<file path="config.mk">
export PLATFORM = sky130hd
export DESIGN_NAME = obi_mem_responder
export DESIGN_NICKNAME = d
export VERILOG_FILES = /design/src/rtl/obi_mem_responder_pkg.sv /design/src/rtl/obi_pkg.sv /design/src/rtl/obi_resp_pipe.sv /design/src/rtl/obi_mem_responder.sv
export SDC_FILE = /design/constraint.sdc
export NUM_CORES = 1
export LEC_CHECK = 0
export CORE_UTILIZATION = 21
export DETAILED_ROUTE_END_ITERATION = 10
export PLACE_DENSITY = 0.85
export REMOVE_ABC_BUFFERS = 1
export SYNTH_ARGS = -nofsm -noshare
export SYNTH_HDL_FRONTEND = slang
export SYNTH_SLANG_ARGS = --single-unit
</file>
<file path="constraint.sdc">
create_clock -name clk_i -period 1.52 [get_ports clk_i]
set_input_delay 0.304 -clock clk_i [delete_from_list [all_inputs] [get_ports clk_i]]
set_output_delay 0.304 -clock clk_i [all_outputs]
set_load 0.05 [all_outputs]
</file>
<file path="src/rtl/obi_mem_responder_pkg.sv">
// Types and constants shared by the OBI memory responder and its response pipeline.
package obi_mem_responder_pkg;

  typedef enum logic {
    ST_IDLE,
    ST_WAIT
  } gnt_state_e;

  typedef enum logic [1:0] {
    KIND_WRITE,
    KIND_READ,
    KIND_READ_ERR
  } resp_kind_e;

  localparam logic [31:0] ERR_RDATA = 32'hBADCAB1E;

  // Response payload for a transaction once the SRAM read data is available.
  function automatic logic [31:0] resp_data(input resp_kind_e kind, input logic [31:0] mem_rdata);
    logic [31:0] data;
    case (kind)
      KIND_READ:     data = mem_rdata;
      KIND_READ_ERR: data = ERR_RDATA;
      default:       data = 32'h0;
    endcase
    return data;
  endfunction

endpackage

</file>
<file path="src/rtl/obi_pkg.sv">
// Shared OBI bus types used by initiators and responders in this codebase.
package obi_pkg;

  typedef struct packed {
    logic        req;
    logic        we;
    logic [3:0]  be;
    logic [31:0] addr;
    logic [31:0] wdata;
  } obi_req_t;

  typedef struct packed {
    logic        gnt;
    logic        rvalid;
    logic [31:0] rdata;
  } obi_resp_t;

endpackage

</file>
<file path="src/rtl/obi_resp_pipe.sv">
// Fixed-latency, in-order response delay line: one rvalid per push, RESP_LATENCY cycles later.
module obi_resp_pipe
  import obi_mem_responder_pkg::*;
#(
  parameter int unsigned RESP_LATENCY = 1
) (
  input  logic        clk_i,
  input  logic        rst_i,
  input  logic        push_i,
  input  resp_kind_e  kind_i,
  input  logic [31:0] mem_rdata_i,
  output logic        rvalid_o,
  output logic [31:0] rdata_o,
  output logic        busy_o
);

  localparam int unsigned L = RESP_LATENCY;

  logic [L-1:0] valid_q, valid_d;
  resp_kind_e   kind_q, kind_d;
  logic [31:0]  head_data;
  logic [31:0]  tail_data;

  // Stage 0 only knows the kind; SRAM data arrives while the entry sits there.
  always_comb begin
    valid_d    = '0;
    valid_d[0] = push_i;
    for (int i = 1; i < int'(L); i++) begin
      valid_d[i] = valid_q[i-1];
    end
    kind_d    = kind_i;
    head_data = resp_data(kind_q, mem_rdata_i);
  end

  always_ff @(posedge clk_i) begin
    if (rst_i) begin
      valid_q <= '0;
      kind_q  <= KIND_WRITE;
    end else begin
      valid_q <= valid_d;
      kind_q  <= kind_d;
    end
  end

  if (L == 1) begin : g_direct
    assign tail_data = head_data;
  end else begin : g_delay
    logic [31:0] data_q [L-1];
    logic [31:0] data_d [L-1];

    always_comb begin
      data_d[0] = head_data;
      for (int i = 1; i < int'(L) - 1; i++) begin
        data_d[i] = data_q[i-1];
      end
    end

    always_ff @(posedge clk_i) begin
      if (rst_i) begin
        for (int i = 0; i < int'(L) - 1; i++) begin
          data_q[i] <= '0;
        end
      end else begin
        data_q <= data_d;
      end
    end

    assign tail_data = data_q[L-2];
  end

  // Outputs are forced quiet during reset so stale entries never leak out.
  assign rvalid_o = valid_q[L-1] & ~rst_i;
  assign busy_o   = (|valid_q) & ~rst_i;
  assign rdata_o  = rvalid_o ? tail_data : 32'h0;

endmodule

</file>
<file path="src/rtl/obi_mem_responder.sv">
// OBI slave in front of a single-port SRAM with programmable grant wait and response latency.
module obi_mem_responder
  import obi_pkg::*;
  import obi_mem_responder_pkg::*;
#(
  parameter int unsigned NUM_WORDS    = 1024,
  parameter int unsigned WAIT_CYCLES  = 0,
  parameter int unsigned RESP_LATENCY = 1,
  parameter logic [31:0] BASE_ADDR    = 32'h0
) (
  input  logic                         clk_i,
  input  logic                         rst_i,
  input  obi_req_t                     obi_req_i,
  output obi_resp_t                    obi_resp_o,
  output logic                         mem_req_o,
  output logic                         mem_we_o,
  output logic [$clog2(NUM_WORDS)-1:0] mem_addr_o,
  output logic [3:0]                   mem_be_o,
  output logic [31:0]                  mem_wdata_o,
  input  logic [31:0]                  mem_rdata_i,
  output logic                         busy_o
);

  localparam int unsigned AW       = $clog2(NUM_WORDS);
  localparam int unsigned SHIFT    = 2 + AW;
  localparam logic [3:0]  WAIT_LIM = 4'(WAIT_CYCLES);

  gnt_state_e  state_q, state_d;
  logic [3:0]  wait_cnt_q, wait_cnt_d;
  logic        gnt;
  logic        in_range;
  resp_kind_e  kind;
  logic        rvalid;
  logic [31:0] rdata;

  // Shifting instead of slicing keeps the compare legal for any NUM_WORDS.
  assign in_range = (obi_req_i.addr >> SHIFT) == (BASE_ADDR >> SHIFT);

  always_comb begin
    state_d    = state_q;
    wait_cnt_d = wait_cnt_q;
    gnt        = 1'b0;

    if (!rst_i && obi_req_i.req && (wait_cnt_q == WAIT_LIM)) begin
      gnt = 1'b1;
    end

    case (state_q)
      ST_IDLE: if (obi_req_i.req && !gnt) state_d = ST_WAIT;
      ST_WAIT: if (gnt || !obi_req_i.req) state_d = ST_IDLE;
      default: state_d = ST_IDLE;
    endcase

    if (gnt || !obi_req_i.req) begin
      wait_cnt_d = '0;
    end else begin
      wait_cnt_d = wait_cnt_q + 4'd1;
    end
  end

  always_ff @(posedge clk_i) begin
    if (rst_i) begin
      state_q    <= ST_IDLE;
      wait_cnt_q <= '0;
    end else begin
      state_q    <= state_d;
      wait_cnt_q <= wait_cnt_d;
    end
  end

  always_comb begin
    kind = KIND_WRITE;
    if (!obi_req_i.we) begin
      kind = in_range ? KIND_READ : KIND_READ_ERR;
    end
  end

  assign mem_req_o   = gnt & in_range;
  assign mem_we_o    = obi_req_i.we;
  assign mem_addr_o  = obi_req_i.addr[2 +: AW];
  assign mem_be_o    = obi_req_i.be;
  assign mem_wdata_o = obi_req_i.wdata;

  obi_resp_pipe #(
    .RESP_LATENCY(RESP_LATENCY)
  ) u_resp_pipe (
    .clk_i      (clk_i),
    .rst_i      (rst_i),
    .push_i     (gnt),
    .kind_i     (kind),
    .mem_rdata_i(mem_rdata_i),
    .rvalid_o   (rvalid),
    .rdata_o    (rdata),
    .busy_o     (busy_o)
  );

  always_comb begin
    obi_resp_o        = '0;
    obi_resp_o.gnt    = gnt;
    obi_resp_o.rvalid = rvalid;
    obi_resp_o.rdata  = rdata;
  end

endmodule

</file>
# [Yosys cells after proc, flatten, opt, wreduce, memory -nomap -nowiden]
# Index checks and enable logic that the tools add are counted.
[totals] elab_cells=22 inputBits=104 ff_bits=7
[classes] n_eq_ne=2 n_mux=4 addsub=1 reduce_logical=9 bitwise_logic=3
[op_table] operator="32-bit case mux with 2 select lines" n=1
[op_table] operator="32-bit logical NOT" n=1
[op_table] operator="32-bit two-way mux" n=1
[op_table] operator="4-bit by 1-bit adder with 4-bit output, second input constant" n=1
[op_table] operator="4-bit logical NOT" n=1
[op_table] operator="2-bit OR reduction" n=2
[op_table] operator="1-bit bitwise AND" n=2
[op_table] operator="2-bit by 1-bit == test with 1-bit output, second input constant" n=1
[op_table] operator="2-bit == test, second input constant" n=1
[op_table] operator="1-bit logical AND" n=2
[op_table] operator="1-bit logical NOT" n=2
[op_table] operator="2-bit two-way mux" n=1
[op_table] operator="1-bit logical OR" n=1
[op_table] operator="1-bit two-way mux" n=1
[op_table] operator="1-bit inverter" n=1

# [Longest topological paths before layout]
# Gate-level depths: netlist of run 1.
[logic_depth] word_depth=6 mapped_depth=6 depth_no_buf=5

# [Hierarchy]
# A second synthesis of run 1 with hierarchy kept.
[unflattened] cells_unflattened=151 area_unflattened_um2=1103.6
[modules_own_cells] mod="obi_mem_responder" n_inst=1 cells_each=79 area_per_inst_um2=660.6
[modules_own_cells] mod="obi_resp_pipe" n_inst=1 cells_each=72 area_per_inst_um2=442.9

# [Worst setup path before layout of run 1]
# OpenSTA, ideal clock, no wires.
[synth_path] path_type="register to output" startpoint="register wait_cnt_q[0]" endpoint="output mem_req_o" required_time_ns=1.216 n_path_buf=0 arrival_time_ns=1.775 slack_ns=-0.559 stages_incl_launch_ff=6 path_cell_list="dfxtp_1 inv_1 ha_1 nand2b_1 or2_1 nor4_2"
[synth_between] elab_chain_len=4
[synth_lines] element="from (decl)" line="obi_mem_responder.sv:29" source="logic [3:0] wait_cnt_q, wait_cnt_d;"
[synth_lines] element="from (signal assigned)" line="obi_mem_responder.sv:67" source="wait_cnt_q <= wait_cnt_d;"
[synth_lines] element="4-bit logical NOT" line="obi_mem_responder.sv:44" source="if (!rst_i && obi_req_i.req && (wait_cnt_q == WAIT_LIM)) begin"
[synth_lines] element="1-bit logical AND" line="obi_mem_responder.sv:44"
[synth_lines] element="1-bit two-way mux" line="obi_mem_responder.sv:44"
[synth_lines] element="1-bit bitwise AND" line="obi_mem_responder.sv:78" source="assign mem_req_o = gnt & in_range;"
[synth_lines] element="to (decl)" line="obi_mem_responder.sv:15" source="output logic mem_req_o,"
# No other way between the ends.

==> impl_results.md, run 1 <==
* Hold WC Path Type: reg2reg
* Initial antenna violation count at 0
* Psw at between 0.2 and 0.25 mW
* Flop pwr share at 0.241
* Flops & latches, synth at 7
* Violated checks: negative setup slack
* Max_cap viols at 0
* Via/cell ratio at around 5
* Max Freq at between 0.5 and 0.6 GHz
* Final Total Pwr at 0.785 mW
* Vias at 1,394
* TNS Setup at -6.58 ns
* # setup viols final at 34
* Most frequent cells in the layout: buf_12, clkdlybuf4s50_1, nor2_4
* Synth Instances at 150
* CTS H-tree depth at 1
* Share of layout cells above drive strength 1 at 0.678
* Int Power at roughly 0.55 mW
* Worst Hold Depth at 2
* DP HPWL at ~6300 um
* Critical Path Fanout Max at 5
* Final WS setup at -0.263 ns
* Part of the Yosys area used for sequential elements at 0.134
* Vias in the first global route at 1,488
* Reg clk slew, reported paths at 0.04 ns
* CP cell instances: ha_4, nand2b_4, buf_16, nor2_4, buf_12
* Endpoint class of the critical path: output pin
* Leakage at about 1.1 nW
* Slew @ Worst Pin at 0.290 ns
* Core area at 0.00475 mm2
* Minimum clock period at about 1.8 ns
* Die X at about 73 um
* Net Sw Frac at 0.295
* Design area at around 0.0028 mm2
* DR WL/cell at between 20 and 30 um
* Dominant delay contributor by cell family on the critical path: flip-flops
* First-pass GRT wire length at roughly 11,000 um
* # rows at 25
* Power share of the combinational group at 0.414
* FF-to-FF path depth at 10
* Max-slew headroom at 0.805
* Clk root buf: clkbuf_8
* CP max stage cell: dfxtp_4
* Drt drc at 0
* Die height at between 70 and 80 um
* Grt ovf at 0
* Largest net degree at the start of global routing at 20
* Placer Congestion at between 0.7 and 0.8
* Post-layout util at 0.588
* # IOs at about 190
* Max VDD drop at approximately 0.4 mV
* DP Area at 0.00214 mm2
* Clk pwr share at 0.345
* Total global-route track usage at 0.310
* CP startpoint kind: flip-flop
* DIE AREA at ~0.0053 mm2
* Nets at between 300 and 400
* WP data arrival at between 1 and 1.5 ns
* Final worst path period share at 1.17
* CP Buf/Inv Count at 2
* Initial Util at 0.220
* Final WL at 8130 um
* Critical path type: reg2out
* Mapped cell area at about 0.0010 mm2
* Status: finished, violations left
* Most common cell after layout, fill and taps aside: buf_12
* Count of buffers from port buffering at 92
* Delay of the slowest critical-path stage at 0.35 ns
* Yosys warning total at 0
* Hold Violations, Final at 0
* Clock skew at between 0.002 and 0.0025 ns
* RSZ-0062 raised after global routing: yes
* Worst-case clock buffer depth at 2
* CTS buffer count at 3
* Max-slew violation count at 0
* Syn Area/Cell at around 7.0 um2
* Diode count at 0
* CP Depth at 5
* Worst skew pair latency at approximately 0.24 ns
* Critical Path RT at approximately 1.2 ns
* CTS tree: built
* Iteration count of the initial detailed-routing pass at 3
* Syn-to-layout area delta at 167%
* Yosys cell types at 21
* Pwr dens at 281 mW/mm2
* Post-DRT Antenna Nets at 0
* Clock sink count at 7
* Initial drt markers at 48
==> synthesized netlist by cell type <==
| cell | count | share of area |
|---|---|---|
| nor2b_1 | 1 | 0.0060 |
| and3_1 | 15 | 0.090 |
| nand3_1 | 2 | 0.0096 |
| or2_1 | 1 | 0.0060 |
| nor2b_4 | 1 | 0.013 |
| xor2_1 | 1 | 0.0084 |
| nand3b_1 | 1 | 0.0072 |
| nor4_2 | 2 | 0.024 |
| o21a_1 | 1 | 0.0072 |
| buf_2 | 2 | 0.0096 |
| ha_1 | 4 | 0.048 |
| nor4_1 | 5 | 0.030 |
| nand2b_1 | 4 | 0.024 |
| buf_6 | 2 | 0.022 |
| inv_1 | 4 | 0.014 |
| a21oi_1 | 20 | 0.096 |
| nand2_1 | 1 | 0.0036 |
| nor2_1 | 23 | 0.083 |
| buf_4 | 49 | 0.35 |
| clkbuf_1 | 4 | 0.014 |
| dfxtp_1 | 7 | 0.13 |
==> cell type report <==
class / instances / area, um2
fill: 410 / 1960
timing repair buffer: 117 / 1620
multi-input combinational: 82 / 886
sequential: 7 / 148
tap: 67 / 83.8
clock buffer: 4 / 45.0
inverter: 4 / 15.0
==> power by group through the flow <==
stage | clock, mW | sequential, mW | combinational, mW
after global placement | 0 | 0.191 | 0.266
after floorplan | 0 | 0.191 | 0.0585
after global routing | 0.283 | 0.189 | 0.340
after CTS | 0.279 | 0.189 | 0.318
final | 0.271 | 0.189 | 0.325
after detailed placement | 0 | 0.192 | 0.269
==> path summary, 6_finish.rpt <==
check	slack [ns]	end	from
max	-0.26	obi_resp_o[3]	u_resp_pipe.kind_q[1]$_SDFF_PP0_
min	0.54	wait_cnt_q[2]$_SDFF_PP0_	wait_cnt_q[2]$_SDFF_PP0_
max reg2reg	0.15	wait_cnt_q[2]$_SDFF_PP0_	wait_cnt_q[0]$_SDFF_PP0_
min reg2reg	0.54	wait_cnt_q[2]$_SDFF_PP0_	wait_cnt_q[2]$_SDFF_PP0_
==> metrics by stage <==
| stage | instances | hold slack (ns) | setup WS [ns] |
|---|---|---|---|
| 6_report | 281 | 0.541 | -0.263 |
| 5_1_grt | 281 | 0.561 | -0.305 |
| 4_1_cts | 284 | 0.505 | -0.328 |
| 3_5_place_dp | 265 | 0.492 | -0.514 |
| 3_3_place_gp | 265 | 0.476 | -0.461 |
| 2_1_floorplan | 93 | 0.375 | -0.929 |
==> registers in the layout, summed over array words and instances, names as in the netlist <==
signal / count
u_resp_pipe.kind_q: 2
u_resp_pipe.valid_q: 1
wait_cnt_q: 4
==> per-layer routing <==
layer,share of wire,track usage
met1,0.19,0.171
met2,0.54,0.597
met3,0.24,0.341
met4,0.020,0.0697
met5,0.0070,0.0808
==> logic make-up (layout without fill, tap and decap cells) <==
logic type | Yosys count | after routing | share of synthesized area
flops | 7 | 7 | 0.134
fa+ha+maj | 4 | 4 | 0.0478
compound gates | 21 | 21 | 0.103
buf+inv | 61 | 125 | 0.411
simple gates | 56 | 56 | 0.295
xor+xnor | 1 | 1 | 0.00837
==> what timing repair did <==
item | in CTS | in global routing
cloned | 5 | 0
hold buffers | 0 | 0
gates resized for setup | 113 | 31
pin swaps | 42 | 14
setup buffers | 10 | 2
endpoints found under the setup margin | 36 | 37
==> worst register-to-register path: stages (launching register included) <==
cell	delay, ns
dfxtp_2	0.31
inv_2	0.07
ha_4	0.14
nand2b_4	0.05
buf_6	0.11
buf_6	0.10
buf_4	0.12
buf_4	0.12
buf_4	0.12
nand3b_1	0.07
a21oi_1	0.06
Power figures use the tool's default switching activity.
==> inputs of run 2 (changes only) <==
clock period = 2 ns   (was 1.52 ns; I/O delays follow)
==> impl_results.md, run 2 (synthesis gave the netlist of run 1 again) <==
* Vias in the first global route at 1,260 (-15%)
* Dominant delay contributor by cell family on the critical path: simple AND/OR/NAND/NOR gates
* Most flops, register: wait_cnt_q
* Worst skew pair latency at 0.23 ns (about the same)
* Critical Path Fanout Max at 4 (-1)
* CP Buf/Inv Count at 2 (unchanged)
* CP max stage cell: dfxtp_2
* Total global-route track usage at 0.267 (-0.0428)
* Placer Congestion at 0.775 (-2.3%)
* # IOs at 187 (unchanged)
* Design area at 0.00225 mm2 (-20%)
* WP data arrival at 1.59 ns (+0.11 ns)
* Slew @ Worst Pin at 0.273 ns (-0.0172 ns)
* Die X at 72.6 um (unchanged)
* Reg clk slew, reported paths at 0.04 ns (about the same)
* Initial antenna violation count at 0 (unchanged)
* Diode count at 0 (unchanged)
* Worst-case clock buffer depth at 2 (unchanged)
* Via/cell ratio at 4.63 (-6.7%)
* Core area at 0.00475 mm2 (unchanged)
* Final worst path period share at 0.994
* CP cell instances: inv_2, ha_1, nand2b_1, or2_4, nor4_4, buf_12
* Clock skew at 0.00346 ns (+0.00123 ns)
* Hold Violations, Final at 0 (unchanged)
* Max Freq at between 0.5 and 0.6 GHz
* Nets at 309 (-4.3%)
* Post-DRT Antenna Nets at 0 (unchanged)
* DR WL/cell at 26.7 um (-7.8%)
* Max VDD drop at 0.338 mV (-18%)
* Critical Path RT at 1.60 ns (+0.38 ns)
* Critical path type: reg2out
* Minimum clock period at 1.99 ns
* Hold-fix buffer count after cts at 0 (unchanged)
* Most frequent cells in the layout: buf_12, clkdlybuf4s50_1, a21oi_1
* Max-slew violation count at 0 (unchanged)
* Iteration count of the initial detailed-routing pass at 3 (unchanged)
* Clock sink count at 7 (unchanged)
* CTS tree: built
* RSZ-0062 raised after global routing: yes
* RR Startpoint: wait_cnt_q[0]$_SDFF_PP0_
* Final WL at 7120 um (-12%)
* Count of buffers from port buffering at 92 (unchanged)
* Endpoint class of the critical path: output pin
* Max reg flops at 4 (unchanged)
* Share of layout cells above drive strength 1 at 0.415 (-0.263)
* CTS H-tree depth at 1 (unchanged)
* Initial drt markers at 42 (-13%)
* Reg-to-reg slack, setup at 0.72 ns (+0.57 ns)
* # setup viols final at 0 (-100%)
* Initial Util at 0.220 (unchanged)
* Clk root buf: clkbuf_8
* Max-slew headroom at 0.817 (+0.0116)
* DP HPWL at 6290 um (-0.50%)
* Worst hold start: wait_cnt_q[2]$_SDFF_PP0_
* # rows at 25 (unchanged)
* Delay of the slowest critical-path stage at 0.33 ns (-0.02 ns)
* Hold WC Path Type: reg2reg
* Vias at 1,236 (-11%)
* Worst hold slack at 0.517 ns (-0.0240 ns)
* Most common cell after layout, fill and taps aside: buf_12
* Drt drc at 0 (unchanged)
* Grt ovf at 0 (unchanged)
* Die height at 72.6 um (unchanged)
* Largest net degree at the start of global routing at 33 (+65%)
* Status: finished, final reports clean
* Pwr dens at 244 mW/mm2 (-13%)
* Largest regs: wait_cnt_q x4, u_resp_pipe.kind_q x2, u_resp_pipe.valid_q x1
* Critical path origin: wait_cnt_q[0]$_SDFF_PP0_
* DP Area at 0.00209 mm2 (-2.3%)
* CTS buffer count at 3 (unchanged)
* CP startpoint kind: flip-flop
* First-pass GRT wire length at 9500 um (-13%)
* Filler cells at 452 (+10%)
* Max_cap viols at 0 (unchanged)
* Syn-to-layout area delta at 115%
* DIE AREA at 0.00527 mm2 (unchanged)
* Leakage at 0.916 nW (-15%)
## run 2: cell types whose count changed in the layout (fill, tap and decap cells not counted), moves of 5 or more
cell	previous run	this run
a21oi_1	1	20
nor2_2	0	19
nor2_4	20	1
a21oi_2	17	0
and3_1	2	15
and3_4	13	0
dlygate4sd2_1	5	12
buf_6	5	0
dlymetal6s2s_1	8	3
## run 2: area by class of cell
type | count | area [um2] | area share
clock buffers | 4 | 45.0 | 0.0201
inverters | 4 | 15.0 | 0.00669
multi-input cells | 82 | 574 | 0.256
flip-flops and latches | 7 | 141 | 0.0630
well taps | 67 | 83.8 | 0.0373
repair buffers | 103 | 1390 | 0.617
## run 2: layer usage
metal  vias up  global-route usage  wire, um
met5         -                   0         0
met4         0              0.0218        11
met3         2               0.358      2090
met2       164               0.502      3790
met1       525               0.140      1220
li1        545                   -         -
## run 2: per-stage QoR
stage / setup slack, ns / util / setup TNS [ns] / instances / power [mW]
after floorplan: -0.620 / - / -11.96 / 93 / 0.190
after global placement: -0.188 / 0.440 / -1.81 / 260 / 0.344
after detailed placement: -0.207 / 0.440 / -2.07 / 260 / 0.346
after CTS: -0.00779 / 0.459 / -0.00779 / 264 / 0.546
after global routing: -0.0478 / 0.472 / -0.518 / 267 / 0.571
final: 0.0123 / 0.472 / 0 / 267 / 0.547
## run 2: where the power goes
part           internal [mW]  leakage, nW  total (mW)  switching (mW)
sequential             0.142       0.0574       0.143        0.000781
combinational          0.124        0.836       0.201          0.0779
clock                  0.138       0.0228       0.202          0.0642
## run 2: timing repair
| item | in CTS | in global routing |
|---|---|---|
| gates resized for setup | 40 | 16 |
| pin swaps | 8 | 6 |
| gates cloned | 0 | 0 |
| setup endpoints to repair | 34 | 20 |
| buffers inserted | 0 | 3 |
## run 2: final timing paths
path | depth (start not counted) | to
worst max-delay path | 6 | mem_req_o
worst min register to register | 2 | wait_cnt_q[2]$_SDFF_PP0_
worst max register to register | 6 | wait_cnt_q[1]$_SDFF_PP0_
worst min-delay path | 2 | wait_cnt_q[2]$_SDFF_PP0_
## run 2: worst min-delay path, stage by stage (launching register included)
cell	delay, ns
dfxtp_1	0.33
nand2b_1	0.08
a21oi_1	0.06
